--- config.mk ---
export PLATFORM = sky130hd
export DESIGN_NAME = traffic_injector
export DESIGN_NICKNAME = d
export VERILOG_FILES = /design/src/rtl/traffic_injector.sv
export SDC_FILE = /design/constraint.sdc
export NUM_CORES = 1
export LEC_CHECK = 0
export CORE_MARGIN = 3
export CORE_UTILIZATION = 35
export CTS_CLUSTER_SIZE = 16
export DETAILED_ROUTE_END_ITERATION = 6
export PLACE_DENSITY = 0.59
export SKIP_CTS_REPAIR_TIMING = 1
export SYNTH_ARGS = -nofsm -noshare
export SYNTH_HDL_FRONTEND = slang
export SYNTH_SLANG_ARGS = --single-unit
--- constraint.sdc ---
create_clock -name clk -period 5.02 [get_ports clk]
set_clock_uncertainty 0.1 [all_clocks]
set_input_delay 1.004 -clock clk [delete_from_list [all_inputs] [get_ports clk]]
set_output_delay 1.004 -clock clk [all_outputs]
set_load 0.01 [all_outputs]
--- src/rtl/traffic_injector.sv ---
`default_nettype none
// ============================================================================
// Module   : traffic_injector
// Brief    : Single-flit mesh NoC traffic source with patterned destinations
//            and LFSR-driven random inter-packet gaps, one instance per node.
// Revision : 1.0  initial release
// ============================================================================
module traffic_injector #(
    parameter int          X_ID       = 0,
    parameter int          Y_ID       = 0,
    parameter int          MESH_X     = 5,
    parameter int          MESH_Y     = 5,
    parameter int          MODE       = 0,
    parameter int          HOT_X      = 2,
    parameter int          HOT_Y      = 2,
    parameter int          DELAY_BITS = 4,
    parameter int          MAX_PKTS   = 1023,
    parameter logic [31:0] SEED       = 32'h1
) (
    input  logic        clk,
    input  logic        reset,
    input  logic        enable,
    input  logic        DnStrFull,
    input  logic        GntDnStr,
    output logic        ReqDnStr,
    output logic [31:0] PacketOut,
    output logic [15:0] pkt_count,
    output logic [31:0] cycle_count,
    output logic        done
);

    typedef enum logic [1:0] {
        S_IDLE     = 2'd0,
        S_PREP     = 2'd1,
        S_GAP      = 2'd2,
        S_WAIT_GNT = 2'd3
    } state_t;

    localparam logic [31:0] c_POLY      = 32'h8020_0003;
    localparam logic [2:0]  c_X         = 3'(X_ID);
    localparam logic [2:0]  c_Y         = 3'(Y_ID);
    localparam logic [2:0]  c_HOT_X     = 3'(HOT_X);
    localparam logic [2:0]  c_HOT_Y     = 3'(HOT_Y);
    localparam logic [7:0]  c_MX8       = 8'(MESH_X);
    localparam logic [7:0]  c_MY8       = 8'(MESH_Y);
    localparam logic [2:0]  c_MX_LAST   = 3'(MESH_X - 1);
    localparam logic [2:0]  c_TR_X      = 3'(Y_ID);
    localparam logic [2:0]  c_TR_Y      = 3'(X_ID);
    localparam logic [2:0]  c_BC_X      = 3'(MESH_X - 1 - X_ID);
    localparam logic [2:0]  c_BC_Y      = 3'(MESH_Y - 1 - Y_ID);
    localparam logic [5:0]  c_MODULE_ID = {c_X, c_Y};
    localparam logic [7:0]  c_SRC       = {1'b0, c_X, 1'b0, c_Y};
    localparam logic [31:0] c_MAX       = 32'(MAX_PKTS);
    localparam logic [DELAY_BITS-1:0] c_ONE = DELAY_BITS'(1);
    // Fixed patterns that map back onto this node can never produce traffic.
    localparam logic c_SELF_DEST =
        ((MODE == 1) && (X_ID == Y_ID)) ||
        ((MODE == 2) && (MESH_X - 1 - X_ID == X_ID) && (MESH_Y - 1 - Y_ID == Y_ID));
    localparam logic c_HOT_VALID = !((HOT_X == X_ID) && (HOT_Y == Y_ID));

    state_t                 r_state,    w_stateNext;
    logic [31:0]            r_lfsr,     w_lfsrNext;
    logic [DELAY_BITS-1:0]  r_delay,    w_delayNext;
    logic [DELAY_BITS-1:0]  r_count,    w_countNext;
    logic                   r_req,      w_reqNext;
    logic [31:0]            r_pkt,      w_pktNext;
    logic [3:0]             r_xField,   w_xFieldNext;
    logic [3:0]             r_yField,   w_yFieldNext;
    logic [9:0]             r_pktId,    w_pktIdNext;
    logic [15:0]            r_pktCount, w_pktCountNext;
    logic                   r_done,     w_doneNext;
    logic [31:0]            r_cycle;

    logic [31:0] w_lfsrStep;
    logic [2:0]  w_rndX, w_rndY, w_uniX, w_uniY, w_dstX, w_dstY;
    logic [15:0] w_pktCountInc;

    assign w_lfsrStep    = {1'b0, r_lfsr[31:1]} ^ (r_lfsr[0] ? c_POLY : 32'h0);
    assign w_pktCountInc = (r_pktCount == 16'hFFFF) ? r_pktCount : r_pktCount + 16'd1;

    // Random destination; a self hit is nudged one column east (wrapping).
    assign w_rndX = 3'(r_lfsr[15:8] % c_MX8);
    assign w_rndY = 3'(r_lfsr[23:16] % c_MY8);
    assign w_uniY = w_rndY;
    assign w_uniX = (w_rndX == c_X && w_rndY == c_Y) ?
                    ((w_rndX == c_MX_LAST) ? 3'd0 : w_rndX + 3'd1) : w_rndX;

    always_comb begin
        w_dstX = w_uniX;
        w_dstY = w_uniY;
        case (MODE)
            1: begin
                w_dstX = c_TR_X;
                w_dstY = c_TR_Y;
            end
            2: begin
                w_dstX = c_BC_X;
                w_dstY = c_BC_Y;
            end
            3: begin
                if (c_HOT_VALID && r_lfsr[31:30] == 2'b00) begin
                    w_dstX = c_HOT_X;
                    w_dstY = c_HOT_Y;
                end
            end
            default: ;
        endcase
    end

    always_comb begin
        w_stateNext    = r_state;
        w_lfsrNext     = r_lfsr;
        w_delayNext    = r_delay;
        w_countNext    = r_count;
        w_reqNext      = r_req;
        w_pktNext      = r_pkt;
        w_xFieldNext   = r_xField;
        w_yFieldNext   = r_yField;
        w_pktIdNext    = r_pktId;
        w_pktCountNext = r_pktCount;
        w_doneNext     = r_done | c_SELF_DEST;
        case (r_state)
            S_IDLE: begin
                if (enable && !r_done && !c_SELF_DEST) begin
                    w_stateNext = S_PREP;
                    w_lfsrNext  = w_lfsrStep;
                    w_delayNext = w_lfsrStep[DELAY_BITS-1:0];
                    w_countNext = '0;
                end
            end
            S_PREP: begin
                // Direction bit: x set when heading east, y set when heading north.
                w_xFieldNext = {(w_dstX > c_X), w_dstX};
                w_yFieldNext = {(w_dstY < c_Y), w_dstY};
                w_stateNext  = S_GAP;
            end
            S_GAP: begin
                if (r_count != r_delay) begin
                    w_countNext = r_count + c_ONE;
                end else if (!DnStrFull) begin
                    w_reqNext   = 1'b1;
                    w_pktNext   = {r_xField, r_yField, c_SRC, r_pktId, c_MODULE_ID};
                    w_stateNext = S_WAIT_GNT;
                end
            end
            S_WAIT_GNT: begin
                if (GntDnStr) begin
                    w_reqNext      = 1'b0;
                    w_pktCountNext = w_pktCountInc;
                    w_pktIdNext    = r_pktId + 10'd1;
                    if (c_MAX != 32'd0 && {16'd0, w_pktCountInc} == c_MAX)
                        w_doneNext = 1'b1;
                    w_stateNext    = S_IDLE;
                end
            end
            default: w_stateNext = S_IDLE;
        endcase
    end

    always_ff @(posedge clk) begin
        if (reset) begin
            r_state    <= S_IDLE;
            r_lfsr     <= SEED;
            r_delay    <= '0;
            r_count    <= '0;
            r_req      <= 1'b0;
            r_pkt      <= '0;
            r_xField   <= '0;
            r_yField   <= '0;
            r_pktId    <= '0;
            r_pktCount <= '0;
            r_done     <= 1'b0;
            r_cycle    <= '0;
        end else begin
            r_state    <= w_stateNext;
            r_lfsr     <= w_lfsrNext;
            r_delay    <= w_delayNext;
            r_count    <= w_countNext;
            r_req      <= w_reqNext;
            r_pkt      <= w_pktNext;
            r_xField   <= w_xFieldNext;
            r_yField   <= w_yFieldNext;
            r_pktId    <= w_pktIdNext;
            r_pktCount <= w_pktCountNext;
            r_done     <= w_doneNext;
            r_cycle    <= r_cycle + 32'd1;
        end
    end

    assign ReqDnStr    = r_req;
    assign PacketOut   = r_pkt;
    assign pkt_count   = r_pktCount;
    assign cycle_count = r_cycle;
    assign done        = r_done;

endmodule
`default_nettype wire
==> results.txt <==
status - complete, no violations
area grow syn2layout - 19.60%
GRT Util Overall - 14.46%
Initial Util - 36.17%
row cnt - 49
flops & latches, synth - 123
Setup crit start kind - flop
Final nets - 867
# diodes - 0
later-pin clock latency in the skew report - 410 ps
CTS tree - done
GRT overflow - 0
vias in the first global route - 5,014
Worst path max stage delay - 690 ps
Final GP Congestion - 0.7943
CP required - 5250 ps
CTS sink count - 123
initial antenna violation count - 0
clk buf depth - 2
die height - 143.2 um
CP Buf/Inv Count - 0
critical path type - reg2reg
fraction of synthesized cell area taken by the top area cell type - 37.39%
pin count of the biggest net entering global routing - 85
DRC viols - 0
synth top area cells - dfxtp_1 (37%), nor2_1 (5.5%), xor2_1 (5.5%), nand2_1 (5.4%), a21oi_1 (4.4%)
Die X - 143.2 um
crit end category - flop
1st-iter DRT viols - 256
RSZ-0062 raised after global routing - false
Worst EP arrival - 4850 ps
Antenna Nets Post-Route - 0
CTS buffer count - 17
I/O Buffers - 71
largest delay contributor family on the critical path - compound AO/OA/AOI/OAI gates
filler-free cell count of the finished design - 1,083
Min-Delay Path Class - reg2reg
sequential share of the synthesized area - 37.39%
fin. max-slew vios - 0
Worst slew margin - 32.03%
CP Cell Sequence - or3b_1, nor2_1, o41ai_2, a21oi_1, ha_1, a21o_1, o21a_1, a21oi_1, xnor2_1, ha_1, or2b_1, and3_4, o211a_1, o211ai_2, mux2_1, a211oi_2
dpl cells - 1,053
synth cell count leaders - dfxtp_1 (123), nor2_1 (97), nand2_1 (95)
post-synthesis cell area - 6586 um2
TNS Setup - 0 ps
Synth cell types - 83
pwr/cell area - 348.8 nW/um2
DRT Wirelength - 14.41 mm
Avg WL per Cell - 13.31 um
area of the multi-input gates - 3729 um2
leakage power - 2.908 nW
Yosys top cell by area - dfxtp_1
dpl hpwl - 9.428 mm
I/O pins - 87
Finish-stage setup viols - 0
clock root cell - clkbuf_16
Reg area - 2464 um2
slowest CP cell - dfxtp_1
Post-synth EDFFs - 0
# fillers - 1,827
drt first pass iters - 5
average size of a mapped cell - 8.233 um2
fin crit share - 92.09%
Vias per Instance - 5.034
Peak VDD IR - 0.2455 mV
fin crit period - 4623 ps
fmax - 0.2163 GHz
CTS clk-pin slew, worst paths - 50 ps
Worst Path Max Fanout - 18
core footprint - 18,210 um2
total number of vias - 5,452
max cap viols - 0
first-pass GRT wire length - 24.55 mm
CTS H-tree depth - 4
synth warn - 0
ys flop type - dfxtp_1
Worst-Margin Slew - 1017 ps
die area - 20,500 um2
synthesized instance count - 800
endpoints failing hold - 0
most common cell in the netlist - dfxtp_1
layout cells sized above 1 - 5.738%
Synth async-reset ratio - 0%
## registers in the layout, indices dropped and copies added, names as in the netlist
register     cells
cycle_count     32
r_lfsr          32
PacketOut       17
pkt_count       16
r_pktId         10
r_count          4
r_xField         4
r_yField         3
r_state          2
ReqDnStr         1
done             1
r_delay          1
## worst reg2reg max path: cells and delay by family, from the launching register on
kind	cells	cell delay (ps)
adders and majority gates	2	480
AOI/OAI and AO/OA	8	1950
muxes	1	360
xor gates and xnor gates	1	200
DFF	1	690
and+or+nand+nor	4	760
## final cells by class
class | count | area share, %
well taps | 229 | 3.637
multi-input cells | 603 | 47.33
clock inverters | 7 | 1.144
flip-flops and latches | 123 | 31.27
repair buffers | 74 | 9.276
clock buffers | 23 | 6.194
inverters | 24 | 1.144
## final timing paths
path	from	end	slack, ps	cells after the start
hold reg to reg	r_lfsr[6]$_SDFFE_PP0P_	r_lfsr[5]$_SDFFE_PP0P_	350	2
setup reg to reg	r_lfsr[22]$_SDFFE_PP0P_	r_xField[3]$_SDFFE_PP0N_	400	16
hold / removal	r_lfsr[6]$_SDFFE_PP0P_	r_lfsr[5]$_SDFFE_PP0P_	350	2
setup / recovery	r_lfsr[22]$_SDFFE_PP0P_	r_xField[3]$_SDFFE_PP0N_	400	16
## routing by layer
| layer | GRT usage, % | part of all wire, % | vias to the layer above |
|---|---|---|---|
| met1 | 20.14 | 50 | 2492 |
| met5 | 0 | 0 | - |
| met2 | 21.34 | 43 | 105 |
| met4 | 3.802 | 0.96 | 0 |
| met3 | 5.057 | 5.6 | 11 |
| li1 | - | - | 2844 |
## per-stage QoR
step	util, %	setup WS, ps	hold WS (ps)	cell area, um2	power [mW]
after CTS	43.26	395.7	350.5	7876	2.784
after global placement	40.08	512.7	338.5	7298	1.570
final	43.26	396.8	349.4	7878	2.748
after global routing	43.26	7.111	368.1	7878	2.904
after floorplan	-	847.0	332.1	6639	1.489
after detailed placement	40.08	388.1	342.7	7298	1.576
## power breakdown
group	internal [mW]	leakage [nW]	total (mW)	switching, mW
Clock	0.775	0.281	1.20	0.423
Combinational	0.187	1.63	0.479	0.291
Sequential	1.02	0.994	1.07	0.0469
## placed cells by master, fill, tap and decap left out, types with 4 or more instances in the layout
master,synthesis,routed
conb_1,1,15
clkdlybuf4s50_1,0,70
ha_1,19,19
buf_4,17,4
or3_1,7,7
nand3_1,32,32
a211oi_1,10,10
and4_1,5,5
mux2i_1,23,23
a31oi_1,11,11
nor2b_1,8,8
and3_1,13,13
and2_1,9,9
nor3b_1,4,4
nand2_1,95,95
nand4_1,16,16
nor3_1,12,12
xor2_1,41,41
nand2b_1,9,9
dfxtp_1,123,122
o21ai_0,17,17
inv_1,24,24
xnor2_1,20,20
or3b_1,4,4
clkbuf_16,0,17
nand3b_1,5,5
nor2_1,97,97
a21oi_1,58,58
clkbuf_8,0,4
## logic make-up after synthesis
| logic type | count (synthesis) | synth area share (%) |
|---|---|---|
| fa+ha+maj | 19 | 3.609 |
| xor+xnor | 61 | 8.112 |
| mux | 26 | 4.008 |
| buf+inv | 88 | 6.801 |
| other cells | 1 | 0.05694 |
| simple gates | 340 | 25.72 |
| flops | 123 | 37.39 |
| compound gates | 142 | 14.31 |
(Power assumes the default switching activity.)
